===== config.mk =====
export PLATFORM = sky130hd
export DESIGN_NAME = csr_rmw_seq
export DESIGN_NICKNAME = d
export VERILOG_FILES = /design/src/rtl/csr_rmw_seq.sv
export SDC_FILE = /design/constraint.sdc
export NUM_CORES = 1
export LEC_CHECK = 0
export BUFFER_PORTS_ARGS = -buffer_cell sky130_fd_sc_hd__buf_2
export CAP_MARGIN = 20
export CORE_MARGIN = 10
export CORE_UTILIZATION = 35
export CTS_CLUSTER_SIZE = 28
export DETAILED_ROUTE_END_ITERATION = 16
export PLACE_DENSITY_LB_ADDON = 0.2
export SYNTH_ARGS = -nofsm -noshare
export SYNTH_HDL_FRONTEND = slang
export SYNTH_SLANG_ARGS = --single-unit

===== constraint.sdc =====
create_clock -name clk -period 1.85 [get_ports clk]
set_clock_uncertainty 0.15 [all_clocks]
set_input_delay 0.2775 -clock clk [delete_from_list [all_inputs] [get_ports clk]]
set_output_delay 0.2775 -clock clk [all_outputs]
set_load 0.005 [all_outputs]

===== src/rtl/csr_rmw_seq.sv =====
// csr_rmw_seq: read -> modify -> write sequencer for the Zicsr instructions.
// Reads the CSR, borrows the shared ALU for the set/clear/write arithmetic,
// writes the result back and hands the old CSR value to the integer register
// file. Every strobe and mux select is a flop loaded from the state being
// entered. The only combinational gating on the outputs is flush, which must
// be able to cancel a write in the same cycle it is raised.
module csr_rmw_seq #(
    parameter int XLEN = 64
) (
    input  logic            clk,
    input  logic            rstn,
    input  logic            req_valid,
    output logic            req_ready,
    input  logic [2:0]      funct3,
    input  logic [11:0]     csr_addr,
    input  logic [4:0]      rs1_idx,
    input  logic [4:0]      rd_idx,
    input  logic            flush,
    output logic            csr_re,
    output logic [11:0]     csr_raddr,
    input  logic [XLEN-1:0] csr_rdata,
    output logic [XLEN-1:0] csr_operand,
    output logic [1:0]      asel,
    output logic [1:0]      bsel,
    output logic [1:0]      alu_op,
    input  logic [XLEN-1:0] alu_res,
    output logic            csr_we,
    output logic [11:0]     csr_waddr,
    output logic [XLEN-1:0] csr_wdata,
    output logic            rd_we,
    output logic [4:0]      rd_waddr,
    output logic [XLEN-1:0] rd_wdata,
    output logic            done,
    output logic            illegal
);

    // funct3[1:0] selects the operation; funct3[2] selects the immediate form.
    localparam logic [1:0] KIND_ILL = 2'b00;
    localparam logic [1:0] KIND_RW  = 2'b01;
    localparam logic [1:0] KIND_RS  = 2'b10;

    // Operand mux and ALU encodings.
    localparam logic [1:0] ASEL_ZERO = 2'b00;
    localparam logic [1:0] ASEL_CSR  = 2'b11;
    localparam logic [1:0] BSEL_ZERO = 2'b00;
    localparam logic [1:0] BSEL_REG  = 2'b01;
    localparam logic [1:0] BSEL_IMM  = 2'b10;
    localparam logic [1:0] OP_ADD    = 2'b00;
    localparam logic [1:0] OP_OR     = 2'b01;
    localparam logic [1:0] OP_ANDN   = 2'b10;

    typedef enum logic [1:0] {
        S_IDLE   = 2'b00,
        S_READ   = 2'b01,
        S_MODIFY = 2'b10,
        S_WRITE  = 2'b11
    } state_t;

    // A CSR is written unless this is a set/clear whose source is x0 or uimm=0.
    function automatic logic wen_of(input logic [1:0] kind, input logic [4:0] rs1);
        return (kind == KIND_RW) || (rs1 != 5'd0);
    endfunction

    // A CSR is read unless this is a write-only swap whose result goes to x0.
    function automatic logic ren_of(input logic [1:0] kind, input logic [4:0] rd);
        return (rd != 5'd0) || (kind != KIND_RW);
    endfunction

    state_t            state_q, state_d;
    logic [2:0]        fn_q, fn_d;
    logic [11:0]       addr_q, addr_d;
    logic [4:0]        rs1_q, rs1_d;
    logic [4:0]        rd_q, rd_d;
    logic [XLEN-1:0]   old_q, old_d;
    logic [XLEN-1:0]   wdata_q, wdata_d;
    logic              csr_re_q, csr_re_d;
    logic [1:0]        asel_q, asel_d;
    logic [1:0]        bsel_q, bsel_d;
    logic [1:0]        alu_op_q, alu_op_d;
    logic              csr_we_q, csr_we_d;
    logic              rd_we_q, rd_we_d;
    logic              done_q, done_d;
    logic              illegal_q, illegal_d;

    // Decode of the request presented on the input ports.
    logic [1:0]        req_kind;
    logic              req_wen;
    logic              req_ren;
    logic              req_read_only;
    logic              req_illegal;
    logic              accept;

    // Controls derived from the latched instruction.
    logic [1:0]        cur_kind;
    logic              cur_wen;
    logic              cur_ren;

    // Decode the incoming request and decide whether it is taken this cycle.
    always_comb begin
        req_kind      = funct3[1:0];
        req_wen       = wen_of(req_kind, rs1_idx);
        req_ren       = ren_of(req_kind, rd_idx);
        req_read_only = (csr_addr[11:10] == 2'b11);
        req_illegal   = (req_kind == KIND_ILL) || (req_read_only && req_wen);
        accept        = (state_q == S_IDLE) && req_valid && !flush;
        cur_kind      = fn_q[1:0];
        cur_wen       = wen_of(cur_kind, rs1_q);
        cur_ren       = ren_of(cur_kind, rd_q);
    end

    // Next-state and next-output logic. Strobes default to zero every cycle so
    // each one is high only in the single state that owns it.
    always_comb begin
        state_d   = state_q;
        fn_d      = fn_q;
        addr_d    = addr_q;
        rs1_d     = rs1_q;
        rd_d      = rd_q;
        old_d     = old_q;
        wdata_d   = wdata_q;
        csr_re_d  = 1'b0;
        asel_d    = ASEL_ZERO;
        bsel_d    = BSEL_ZERO;
        alu_op_d  = OP_ADD;
        csr_we_d  = 1'b0;
        rd_we_d   = 1'b0;
        done_d    = 1'b0;
        illegal_d = 1'b0;

        case (state_q)
            S_IDLE: begin
                if (accept) begin
                    fn_d   = funct3;
                    addr_d = csr_addr;
                    rs1_d  = rs1_idx;
                    rd_d   = rd_idx;
                    if (req_illegal) begin
                        // Rejected before any CSR access is made.
                        illegal_d = 1'b1;
                    end else begin
                        state_d  = S_READ;
                        csr_re_d = req_ren;
                    end
                end
            end

            S_READ: begin
                // Skipped reads leave a clean zero rather than bus garbage.
                old_d   = cur_ren ? csr_rdata : '0;
                state_d = S_MODIFY;
                // A plain write passes the source through as 0 + src.
                asel_d  = (cur_kind == KIND_RW) ? ASEL_ZERO : ASEL_CSR;
                bsel_d  = fn_q[2] ? BSEL_IMM : BSEL_REG;
                case (cur_kind)
                    KIND_RW: alu_op_d = OP_ADD;
                    KIND_RS: alu_op_d = OP_OR;
                    default: alu_op_d = OP_ANDN;
                endcase
            end

            S_MODIFY: begin
                wdata_d  = alu_res;
                state_d  = S_WRITE;
                csr_we_d = cur_wen;
                rd_we_d  = (rd_q != 5'd0);
                done_d   = 1'b1;
            end

            S_WRITE: begin
                state_d = S_IDLE;
            end

            default: begin
                state_d = S_IDLE;
            end
        endcase

        // A trap or redirect abandons the operation before any later strobe.
        if (flush && (state_q != S_IDLE)) begin
            state_d  = S_IDLE;
            csr_re_d = 1'b0;
            asel_d   = ASEL_ZERO;
            bsel_d   = BSEL_ZERO;
            alu_op_d = OP_ADD;
            csr_we_d = 1'b0;
            rd_we_d  = 1'b0;
            done_d   = 1'b0;
        end
    end

    // Sequencer state, latched instruction fields and registered outputs.
    always_ff @(posedge clk or negedge rstn) begin
        if (!rstn) begin
            state_q   <= S_IDLE;
            fn_q      <= '0;
            addr_q    <= '0;
            rs1_q     <= '0;
            rd_q      <= '0;
            old_q     <= '0;
            wdata_q   <= '0;
            csr_re_q  <= 1'b0;
            asel_q    <= ASEL_ZERO;
            bsel_q    <= BSEL_ZERO;
            alu_op_q  <= OP_ADD;
            csr_we_q  <= 1'b0;
            rd_we_q   <= 1'b0;
            done_q    <= 1'b0;
            illegal_q <= 1'b0;
        end else begin
            state_q   <= state_d;
            fn_q      <= fn_d;
            addr_q    <= addr_d;
            rs1_q     <= rs1_d;
            rd_q      <= rd_d;
            old_q     <= old_d;
            wdata_q   <= wdata_d;
            csr_re_q  <= csr_re_d;
            asel_q    <= asel_d;
            bsel_q    <= bsel_d;
            alu_op_q  <= alu_op_d;
            csr_we_q  <= csr_we_d;
            rd_we_q   <= rd_we_d;
            done_q    <= done_d;
            illegal_q <= illegal_d;
        end
    end

    // Output drive. Write-side strobes are masked by a same-cycle flush.
    always_comb begin
        req_ready   = (state_q == S_IDLE);
        csr_re      = csr_re_q;
        csr_raddr   = addr_q;
        csr_operand = old_q;
        asel        = asel_q;
        bsel        = bsel_q;
        alu_op      = alu_op_q;
        csr_we      = csr_we_q && !flush;
        csr_waddr   = addr_q;
        csr_wdata   = wdata_q;
        rd_we       = rd_we_q && !flush;
        rd_waddr    = rd_q;
        rd_wdata    = old_q;
        done        = done_q && !flush;
        illegal     = illegal_q;
    end

endmodule


==> key figures, run 1 <==
Run status
  • Status: finished clean

GRT
  • Maximum number of pins on one net before global-route repair: 108
  • GRT overflow: 0
  • First-pass GRT wire length: 37.2 mm
  • Vias in the first global route: 6,558
  • Initial antenna violation count: 2
  • Global-route usage over all layers: 16.3%

STA
  • Setup ws final: 0.00315 ns
  • Hold_ws: 0.0369 ns
  • RSZ-0062 raised after global routing: true
  • Highest clock rate: 0.541 GHz
  • Max-slew headroom: 58.3%
  • Setup TNS Final: 0 ns
  • Pins over their slew limit: 0
  • Worst-Margin Slew: 0.625 ns
  • Final hold vios: 0
  • Setup-failing EPs final: 0
  • Tcrit/Tclk final: 99.8%
  • Tmin final: 1.85 ns

Yosys
  • Area fraction of the dominant cell type after synthesis: 55.4%
  • Seq/Total Area, Yosys: 55.4%
  • Yosys warns: 0
  • Ranking of synthesized cells by area: dfrtp_1, mux2_2, o22ai_2
  • Synthesis-stage register bit count: 165
  • Mean post-synth cell area: 12.4 µm²
  • Syn nets: 765
  • Post-synthesis instance total: 602
  • Cell Area, Synth: 7450 µm²
  • Yosys cell types: 29
  • Area leader, netlist: dfrtp_1

Clock tree
  • Setup Fix Bufs, Post-CTS: 0
  • Worst-path clk slew: 0.07 ns
  • Clock Latency Late Sink: 0.41 ns
  • Max clock buf depth: 2
  • Num CTS Buffers: 17
  • H-tree levels: 4
  • Clk sinks: 165
  • CTS tree: built
  • Clk root buf: clkbuf_16

Cells and area
  • Final Core Density: 54.3%
  • Final instance area: 11,400 µm²
  • Most common cell after layout, fill and taps aside: buf_2
  • Layout cells sized above 1: 54.0%
  • Most frequent cells in the layout: buf_2, dfrtp_1, dlygate4sd3_1
  • Layout Nets: 1,233
  • Fill count: 1,834
  • Area growth syn-to-layout: 52.6%
  • Non-Filler Instances: 1,360

Placed design
  • Dpl cells: 1,173
  • Post-place setup slack: -0.0235 ns
  • Port Buf Inserts: 389
  • GPL Wtd Cong: 0.800
  • Post-DP Area: 9180 µm²
  • Dpl hpwl: 16.4 mm

Power and ir drop
  • Pwr dens: 1560 nW/µm²
  • Leak Pwr: 5.77 nW
  • Total power: 17.8 mW
  • Max rail drop VDD: 0.719 mV

Floorplan
  • Initial Util: 35.6%
  • Core Area: 21,000 µm²
  • Ports: 390
  • Die Ht: 166 µm
  • Core Rows: 53
  • Die area: 27,500 µm²
  • Die Width: 166 µm

Critical path
  • Critical Path AT: 1.98 ns
  • Crit Path Max Fanout: 30
  • CP Launch Type: flop
  • Crit. End Element: flop
  • CP required: 1.98 ns
  • Worst Setup Path Type: reg2reg

Drt
  • WL final: 23.1 mm
  • Initial DRC Count: 220
  • DRT Pass-1 Iters: 4
  • Vias per cell: 4.39
  • Antenna viol nets, final: 0
  • DR WL/cell: 17.0 µm
  • Detailed-route DRC error count: 0
  • Vias: 5,977

Min path
  • HP Class: in2reg

Job
  • Max Cap Viol: 0
cell usage after synthesis:
cell type	count
nor4_1	2
o21a_1	1
buf_2	7
buf_4	77
clkbuf_1	13
a21oi_1	1
and3_1	3
and2_4	1
nor2_1	7
buf_1	5
ha_1	6
nand3b_1	1
a2bb2oi_1	1
nor4b_1	1
buf_12	7
mux2_2	88
o21ai_0	1
inv_1	73
o22ai_1	12
o32ai_1	2
dfrtp_1	165
o31ai_1	1
a31oi_1	1
or4_1	2
nand2b_1	1
o22ai_2	52
nor3_1	1
nand2_1	67
nor2b_1	3
kinds of logic after synthesis:
| kind of cell | after synthesis | synth area share, % |
|---|---|---|
| adder cells (fa/ha/maj) | 6 | 1.01 |
| buffers and inverters | 182 | 14.7 |
| flip-flops | 165 | 55.4 |
| AO/OA/AOI/OAI | 72 | 10.5 |
| multiplexers | 88 | 13.3 |
| AND/OR/NAND/NOR | 89 | 5.09 |
what timing repair did:
item / CTS / global route
resized for setup: 2 / 6
pin swaps: 0 / 3
hold endpoints to repair: 317 / 0
hold buffers: 153 / 0
setup endpoints to repair: 48 / 67
critical path, stage by stage, from the launching register on:
cell and delay [ns]:
dfrtp_1 0.38, or4_4 0.54, nor2_4 0.10, and2_4 0.19
buf_12 0.21, o22ai_1 0.12
final cells by class:
cell class                 instances  area, µm²  area share, %
tap                              275        344           3.03
multi-input combinational        255       2280           20.1
sequential                       165       4130           36.3
timing repair buffer             558       3720           32.7
clock buffer                      18        429           3.77
antenna                            2       5.00         0.0440
inverter                          73        274           2.41
clock inverter                    14        188           1.65
registers in the layout, indices dropped and copies added (netlist names), 3 cells and up:
register     cells
fn_q             3
rd_waddr         5
csr_raddr       12
csr_wdata       64
rs1_q            5
csr_operand     64
worst paths after layout:
kind	from	end	slack, ns	depth (start not counted)
setup / recovery	rd_waddr[0]$_DFFE_PN0P_	csr_operand[32]$_DFFE_PN0N_	0.003	5
hold / removal	flush	state_q[0]$_DFFE_PN0P_	0.04	2
setup reg to reg	rd_waddr[0]$_DFFE_PN0P_	csr_operand[32]$_DFFE_PN0N_	0.003	5
hold reg to reg	fn_q[2]$_DFFE_PN0P_	bsel[0]$_DFF_PN0_	0.31	1
max in group asynchronous	rstn	csr_operand[59]$_DFFE_PN0N_	0.73	3
min in group asynchronous	rstn	csr_raddr[1]$_DFFE_PN0P_	0.24	3
per-layer routing:
layer | vias up | part of all wire, % | GRT usage (%)
met4 | 0 | 1.5 | 4.20
met1 | 2849 | 40 | 18.8
met2 | 248 | 49 | 27.2
met3 | 20 | 9.2 | 7.17
met5 | - | 0 | 0
li1 | 2860 | - | -
power breakdown:
group	switching [mW]	internal, mW
Clock	1.56	2.18
Combinational	3.42	4.06
Sequential	1.15	5.39
Note: power is estimated with default switching activity, not from simulation.
==> run 2, diff against run 1 <==
- BUFFER_PORTS_ARGS: -buffer_cell sky130_fd_sc_hd__buf_2 -> unset
- DONT_BUFFER_PORTS: unset -> 1
- PLACE_DENSITY_LB_ADDON: 0.2 -> 0.25
==> run 2 against run 1 <==
Effect of this change: non-clock buffer count down 376; critical path type unchanged; core utilization fell by 7.8 points; largest cell class unchanged; cell area is 14% lower; the flow now finishes with violations (hold timing, setup timing); clock-buffer cell count increased by 1; critical path depth is 1 higher; die area did not move; via count fell by 21%; first-iteration DRC count increased by 51%; global-route usage is 1.2 points lower; sequential power increased by 14%; cell count shrank 28%; combinational power fell by 37%.
==> key figures, run 2 (synthesized netlist as in run 1, its figures left out) <==
Placed design
  • Dpl cells: 785 (was 1,173)
  • Post-place setup slack: -0.0943 ns (was -0.0235 ns)
  • Port Buf Inserts: 0 (was 389)
  • Post-DP Area: 7220 µm² (was 9180 µm²)
  • GPL Wtd Cong: 0.846 (was 0.800)
  • Dpl hpwl: 15.2 mm (was 16.4 mm)

Clock tree
  • Cts hold-fix bufs: 154 (was 153)
  • Clock Latency Late Sink: 0.41 ns (about the same)
  • Clk sinks: 165 (unchanged)
  • Clk root buf: clkbuf_16 (unchanged)
  • Worst-path clk slew: 0.07 ns (about the same)
  • H-tree levels: 4 (unchanged)
  • CTS tree: built (unchanged)
  • Max clock buf depth: 2 (unchanged)
  • Num CTS Buffers: 17 (unchanged)

Cells and area
  • Layout Nets: 857 (was 1,233)
  • Sequential cell area: 4130 µm² (unchanged)
  • Fill count: 1,853 (was 1,834)
  • Most common cell after layout, fill and taps aside: dfrtp_1 (was buf_2)
  • Diode count: 0 (was 2)
  • Final Core Density: 46.4% (was 54.3%)
  • Layout cells sized above 1: 29.7% (was 54.0%)
  • Final instance area: 9730 µm² (was 11,400 µm²)
  • Area growth syn-to-layout: 30.6% (was 52.6%)
  • Most frequent cells in the layout: dfrtp_1, dlygate4sd3_1, mux2_2 (was buf_2, dfrtp_1, dlygate4sd3_1)
  • Non-Filler Instances: 982 (was 1,360)
  • Area of the multi-input gates: 2350 µm² (was 2280 µm²)

STA
  • Pins over their slew limit: 0 (unchanged)
  • Worst-Margin Slew: 0.373 ns (was 0.625 ns)
  • RSZ-0062 raised after global routing: true (unchanged)
  • Max-slew headroom: 74.9% (was 58.3%)
  • Setup-failing EPs final: 48 (was 0)
  • Tmin final: 1.90 ns (was 1.85 ns)
  • Highest clock rate: 0.527 GHz (was 0.541 GHz)
  • Final hold vios: 165 (was 0)
  • Tcrit/Tclk final: 103% (was 99.8%)
  • Setup ws final: -0.0463 ns (was 0.00315 ns)
  • Setup TNS Final: -1.07 ns (was 0 ns)
  • Hold_ws: -0.596 ns (was 0.0369 ns)

Critical path
  • Worst Setup Path Type: reg2reg (unchanged)
  • CP Launch Type: flop (unchanged)
  • Critical Path AT: 2.04 ns (was 1.98 ns)
  • Worst reg2reg path depth: 6 (was 5)
  • R2R Path End: csr_operand[53]$_DFFE_PN0N_ (was csr_operand[32]$_DFFE_PN0N_)
  • Crit path cell chain: or4_4 > nor2_4 > and2_4 > buf_12 > buf_12 > o22ai_2 (was or4_4 > nor2_4 > and2_4 > buf_12 > o22ai_1)
  • R2r startpoint: rd_waddr[2]$_DFFE_PN0P_ (was rd_waddr[0]$_DFFE_PN0P_)
  • Slowest CP cell: or4_4 (unchanged)
  • Worst reg2reg setup slack: -0.05 ns (was 0.003 ns)
  • CP most frequent cell: buf_12
  • Crit Path Max Fanout: 7 (was 30)
  • Crit path largest cell delay: 0.55 ns (was 0.54 ns)
  • CP required: 1.99 ns (was 1.98 ns)
  • Crit. End Element: flop (unchanged)

Floorplan
  • Initial Util: 35.6% (unchanged)
  • Core Area: 21,000 µm² (unchanged)
  • Ports: 390 (unchanged)
  • Die area: 27,500 µm² (unchanged)
  • Die Ht: 166 µm (unchanged)
  • Core Rows: 53 (unchanged)
  • Die Width: 166 µm (unchanged)

Run status
  • Status: complete, but fails checks (was finished clean)
  • Violated checks: hold timing, setup timing

Drt
  • Initial DRC Count: 332 (was 220)
  • Metal2 WL: 11.3 mm (was 11.4 mm)
  • Met1 wire length: 8.07 mm (was 9.24 mm)
  • DRT Pass-1 Iters: 4 (unchanged)
  • Antenna viol nets, final: 0 (unchanged)
  • Met3 wire len: 2.28 mm (was 2.13 mm)
  • Vias per cell: 4.81 (was 4.39)
  • Detailed-route DRC error count: 0 (unchanged)
  • WL final: 22.0 mm (was 23.1 mm)
  • DR WL/cell: 22.4 µm (was 17.0 µm)
  • Vias: 4,727 (was 5,977)
  • Highest Signal Layer: met4 (unchanged)

GRT
  • GRT overflow: 0 (unchanged)
  • Vias in the first global route: 5,406 (was 6,558)
  • Initial antenna violation count: 0 (was 2)
  • Global-route usage over all layers: 15.2% (was 16.3%)
  • Maximum number of pins on one net before global-route repair: 166 (was 108)
  • First-pass GRT wire length: 33.3 mm (was 37.2 mm)

Power and ir drop
  • Pwr dens: 1640 nW/µm² (was 1560 nW/µm²)
  • Max rail drop VDD: 0.685 mV (was 0.719 mV)
  • Total power: 16.0 mW (was 17.8 mW)
  • Leak Pwr: 4.25 nW (was 5.77 nW)

Job
  • Max Cap Viol: 0 (unchanged)

Min path
  • HP Class: in2async (was in2reg)
run 2: cell types whose count changed in the layout (fill, tap and decap cells not counted), sizes merged:
cell,before,now
clkinvlp,0,2
dlygate4sd3,153,154
inv,81,80
clkbuf,18,23
clkinv,3,1
diode,2,0
buf,405,24
run 2: worst max-delay path: cells and delay by family, from the launching register on:
kind	cells	cell delay, ns
simple gates	3	0.84
compound gates	1	0.08
flops	1	0.37
buf+inv	2	0.32
run 2: area by class of cell:
class | instances | area share [%]
Tap cell | 275 | 3.54
Clock inverter | 13 | 1.88
Multi-Input combinational cell | 255 | 24.2
Sequential cell | 165 | 42.4
Timing Repair Buffer | 182 | 20.5
Clock buffer | 19 | 4.65
Inverter | 73 | 2.82
run 2: report_power, final:
group / switching, mW / internal (mW) / leakage (nW)
clock: 1.55 / 2.25 / 0.307
combinational: 2.10 / 2.61 / 1.94
sequential: 2.08 / 5.39 / 2.00
total: 5.74 / 10.2 / 4.25
run 2: how the worst max path moves through the flow:
stage / startpoint / end / slack [ns] / cells after the start
final: rd_waddr[2]$_DFFE_PN0P_ / csr_operand[53]$_DFFE_PN0N_ / -0.05 / 6
after global routing: rd_waddr[2]$_DFFE_PN0P_ / csr_operand[31]$_DFFE_PN0N_ / -0.10 / 6
after CTS: rd_waddr[2]$_DFFE_PN0P_ / csr_operand[21]$_DFFE_PN0N_ / -0.07 / 6
after detailed placement: rd_waddr[0]$_DFFE_PN0P_ / csr_operand[53]$_DFFE_PN0N_ / -0.09 / 5
after global placement: rd_waddr[0]$_DFFE_PN0P_ / csr_operand[2]$_DFFE_PN0N_ / -0.02 / 5
after floorplan: state_q[0]$_DFFE_PN0P_ / csr_wdata[25]$_DFFE_PN0P_ / 0.04 / 5
run 2: metal layers:
metal  up-vias  global-route usage, %
met5         -                      0
met4         0                   4.01
met3        23                   7.71
met2       247                   26.0
met1      2348                   16.2
li1       2109                      -
run 2: timing repair:
action	4_1_cts	5_1_grt
cloned	3	5
pin swaps	24	13
endpoints found under the hold margin	324	165
endpoints found under the setup margin	61	64
setup buffers	4	0
resized for setup	7	14
==> run 3, diff against run 2 <==
- SETUP_SLACK_MARGIN: unset -> 0.2
==> run 3 against run 2 <==
Effect of this change: the flow still finishes with violations (hold timing, setup timing); combinational power rose by 1%; via count is essentially flat; die area stayed put; core utilization down 0.20 points; cell area down 0.44%; fmax rose by 1.9%.
==> key figures, run 3 (synthesized netlist as in run 1, its figures left out) <==
Run status
  • Status: complete, but fails checks (unchanged)
  • Violated checks: hold timing, setup timing (unchanged)

Cells and area
  • Fill count: 1,878 (was 1,853)
  • Most frequent cells in the layout: dfrtp_1, dlygate4sd3_1, mux2_2 (unchanged)
  • Area growth syn-to-layout: 30.0% (was 30.6%)
  • Diode count: 0 (unchanged)
  • Final Core Density: 46.2% (was 46.4%)
  • Layout cells sized above 1: 30.0% (was 29.7%)
  • Most common cell after layout, fill and taps aside: dfrtp_1 (unchanged)
  • Layout Nets: 856 (was 857)

Critical path
  • CP Launch Type: flop (unchanged)
  • Critical Path AT: 2.00 ns (was 2.04 ns)
  • CP required: 1.99 ns (about the same)
  • Worst Setup Path Type: reg2reg (unchanged)
  • Crit Path Max Fanout: 31 (was 7)
  • Crit. End Element: flop (unchanged)

Floorplan
  • Core Area: 21,000 µm² (unchanged)
  • Core Rows: 53 (unchanged)
  • Die area: 27,500 µm² (unchanged)
  • Die Ht: 166 µm (unchanged)
  • Ports: 390 (unchanged)
  • Initial Util: 35.6% (unchanged)
  • Die Width: 166 µm (unchanged)

GRT
  • GRT overflow: 0 (unchanged)
  • Maximum number of pins on one net before global-route repair: 166 (unchanged)
  • Global-route usage over all layers: 14.0% (was 15.2%)
  • Vias in the first global route: 5,184 (was 5,406)
  • Initial antenna violation count: 0 (unchanged)
  • First-pass GRT wire length: 30.9 mm (was 33.3 mm)

Drt
  • Detailed-route DRC error count: 0 (unchanged)
  • DRT Pass-1 Iters: 4 (unchanged)
  • WL final: 21.1 mm (was 22.0 mm)
  • Vias per cell: 4.82 (was 4.81)
  • DR WL/cell: 21.5 µm (was 22.4 µm)
  • Antenna viol nets, final: 0 (unchanged)
  • Initial DRC Count: 228 (was 332)
  • Vias: 4,724 (was 4,727)

Clock tree
  • Max clock buf depth: 2 (unchanged)
  • CTS tree: built (unchanged)
  • Clk sinks: 165 (unchanged)
  • Cts hold-fix bufs: 155 (was 154)
  • Clk root buf: clkbuf_16 (unchanged)
  • Worst-path clk slew: 0.07 ns (about the same)
  • Clock Latency Late Sink: 0.42 ns (was 0.41 ns)
  • Num CTS Buffers: 17 (unchanged)
  • H-tree levels: 4 (unchanged)

STA
  • Tmin final: 1.86 ns (was 1.90 ns)
  • Worst-Margin Slew: 0.343 ns (was 0.373 ns)
  • Setup-failing EPs final: 15 (was 48)
  • Setup ws final: -0.0111 ns (was -0.0463 ns)
  • Pins over their slew limit: 0 (unchanged)
  • Highest clock rate: 0.537 GHz (was 0.527 GHz)
  • Max-slew headroom: 77.0% (was 74.9%)
  • Final hold vios: 165 (unchanged)
  • Hold_ws: -0.603 ns (was -0.596 ns)
  • RSZ-0062 raised after global routing: true (unchanged)
  • Tcrit/Tclk final: 101% (was 103%)

Power and ir drop
  • Max rail drop VDD: 0.763 mV (was 0.685 mV)
  • Leak Pwr: 4.32 nW (was 4.25 nW)
  • Total power: 15.8 mW (was 16.0 mW)
  • Pwr dens: 1630 nW/µm² (was 1640 nW/µm²)

Placed design
  • Dpl hpwl: 13.9 mm (was 15.2 mm)
  • GPL Wtd Cong: 0.771 (was 0.846)
  • Port Buf Inserts: 0 (unchanged)

Job
  • Max Cap Viol: 0 (unchanged)

Min path
  • HP Class: in2async (unchanged)
## run 3: critical path, cell delays in order (launching register included)
cell	delay [ns]
dfrtp_1	0.38
or4_4	0.54
nor2_4	0.10
and2_4	0.20
buf_12	0.22
o22ai_2	0.11
## run 3: cell type report
class | instances | area, µm² | area share [%]
clock inverter | 15 | 184 | 1.90
clock buffer | 17 | 425 | 4.39
multi-input combinational | 255 | 2360 | 24.4
tap | 275 | 344 | 3.55
sequential | 165 | 4130 | 42.6
inverter | 73 | 274 | 2.83
timing repair buffer | 181 | 1970 | 20.4
## run 3: where the power goes
part | leakage, nW | internal (mW) | switching (mW) | total, mW
registers | 2.00 | 5.39 | 1.99 | 7.38
clock network | 0.301 | 1.95 | 1.65 | 3.61
logic | 2.01 | 2.70 | 2.07 | 4.77
## run 3: routing by layer
metal	track usage (%)	routed length (µm)
met1	15.3	7940
met2	24.2	11100
met3	5.32	1740
met4	4.78	313
met5	0	0
## run 3: per-stage QoR
step / worst slack [ns] / setup TNS (ns) / std cells / area, µm²
after global routing: -0.0629 / -2.06 / 981 / 9690
after floorplan: 0.0719 / 0 / 602 / 7480
after global placement: -0.0411 / -1.35 / 782 / 7170
after CTS: -0.0460 / -1.27 / 973 / 9400
final: -0.0111 / -0.0785 / 981 / 9690
after detailed placement: -0.0479 / -1.14 / 782 / 7170
## run 3: path summary, 6_finish.rpt
| path | startpoint | end | slack [ns] | depth (start not counted) |
|---|---|---|---|---|
| setup / recovery | rd_waddr[0]$_DFFE_PN0P_ | csr_operand[55]$_DFFE_PN0N_ | -0.01 | 5 |
| hold / removal | rstn | csr_wdata[25]$_DFFE_PN0P_ | -0.60 | 0 |
| setup reg to reg | rd_waddr[0]$_DFFE_PN0P_ | csr_operand[55]$_DFFE_PN0N_ | -0.01 | 5 |
| hold reg to reg | fn_q[2]$_DFFE_PN0P_ | bsel[0]$_DFF_PN0_ | 0.31 | 1 |
| max in group asynchronous | rstn | bsel[0]$_DFF_PN0_ | 1.95 | 0 |
| min in group clk | rd_idx[4] | csr_re$_DFF_PN0_ | 0.03 | 3 |
## run 3: what timing repair did
| item | 4_1_cts | 5_1_grt |
|---|---|---|
| gates cloned | 1 | 6 |
| resized for setup | 5 | 26 |
| pin swaps | 1 | 7 |
| endpoints found under the setup margin | 155 | 135 |
| buffers inserted | 3 | 2 |
| endpoints found under the hold margin | 321 | 165 |
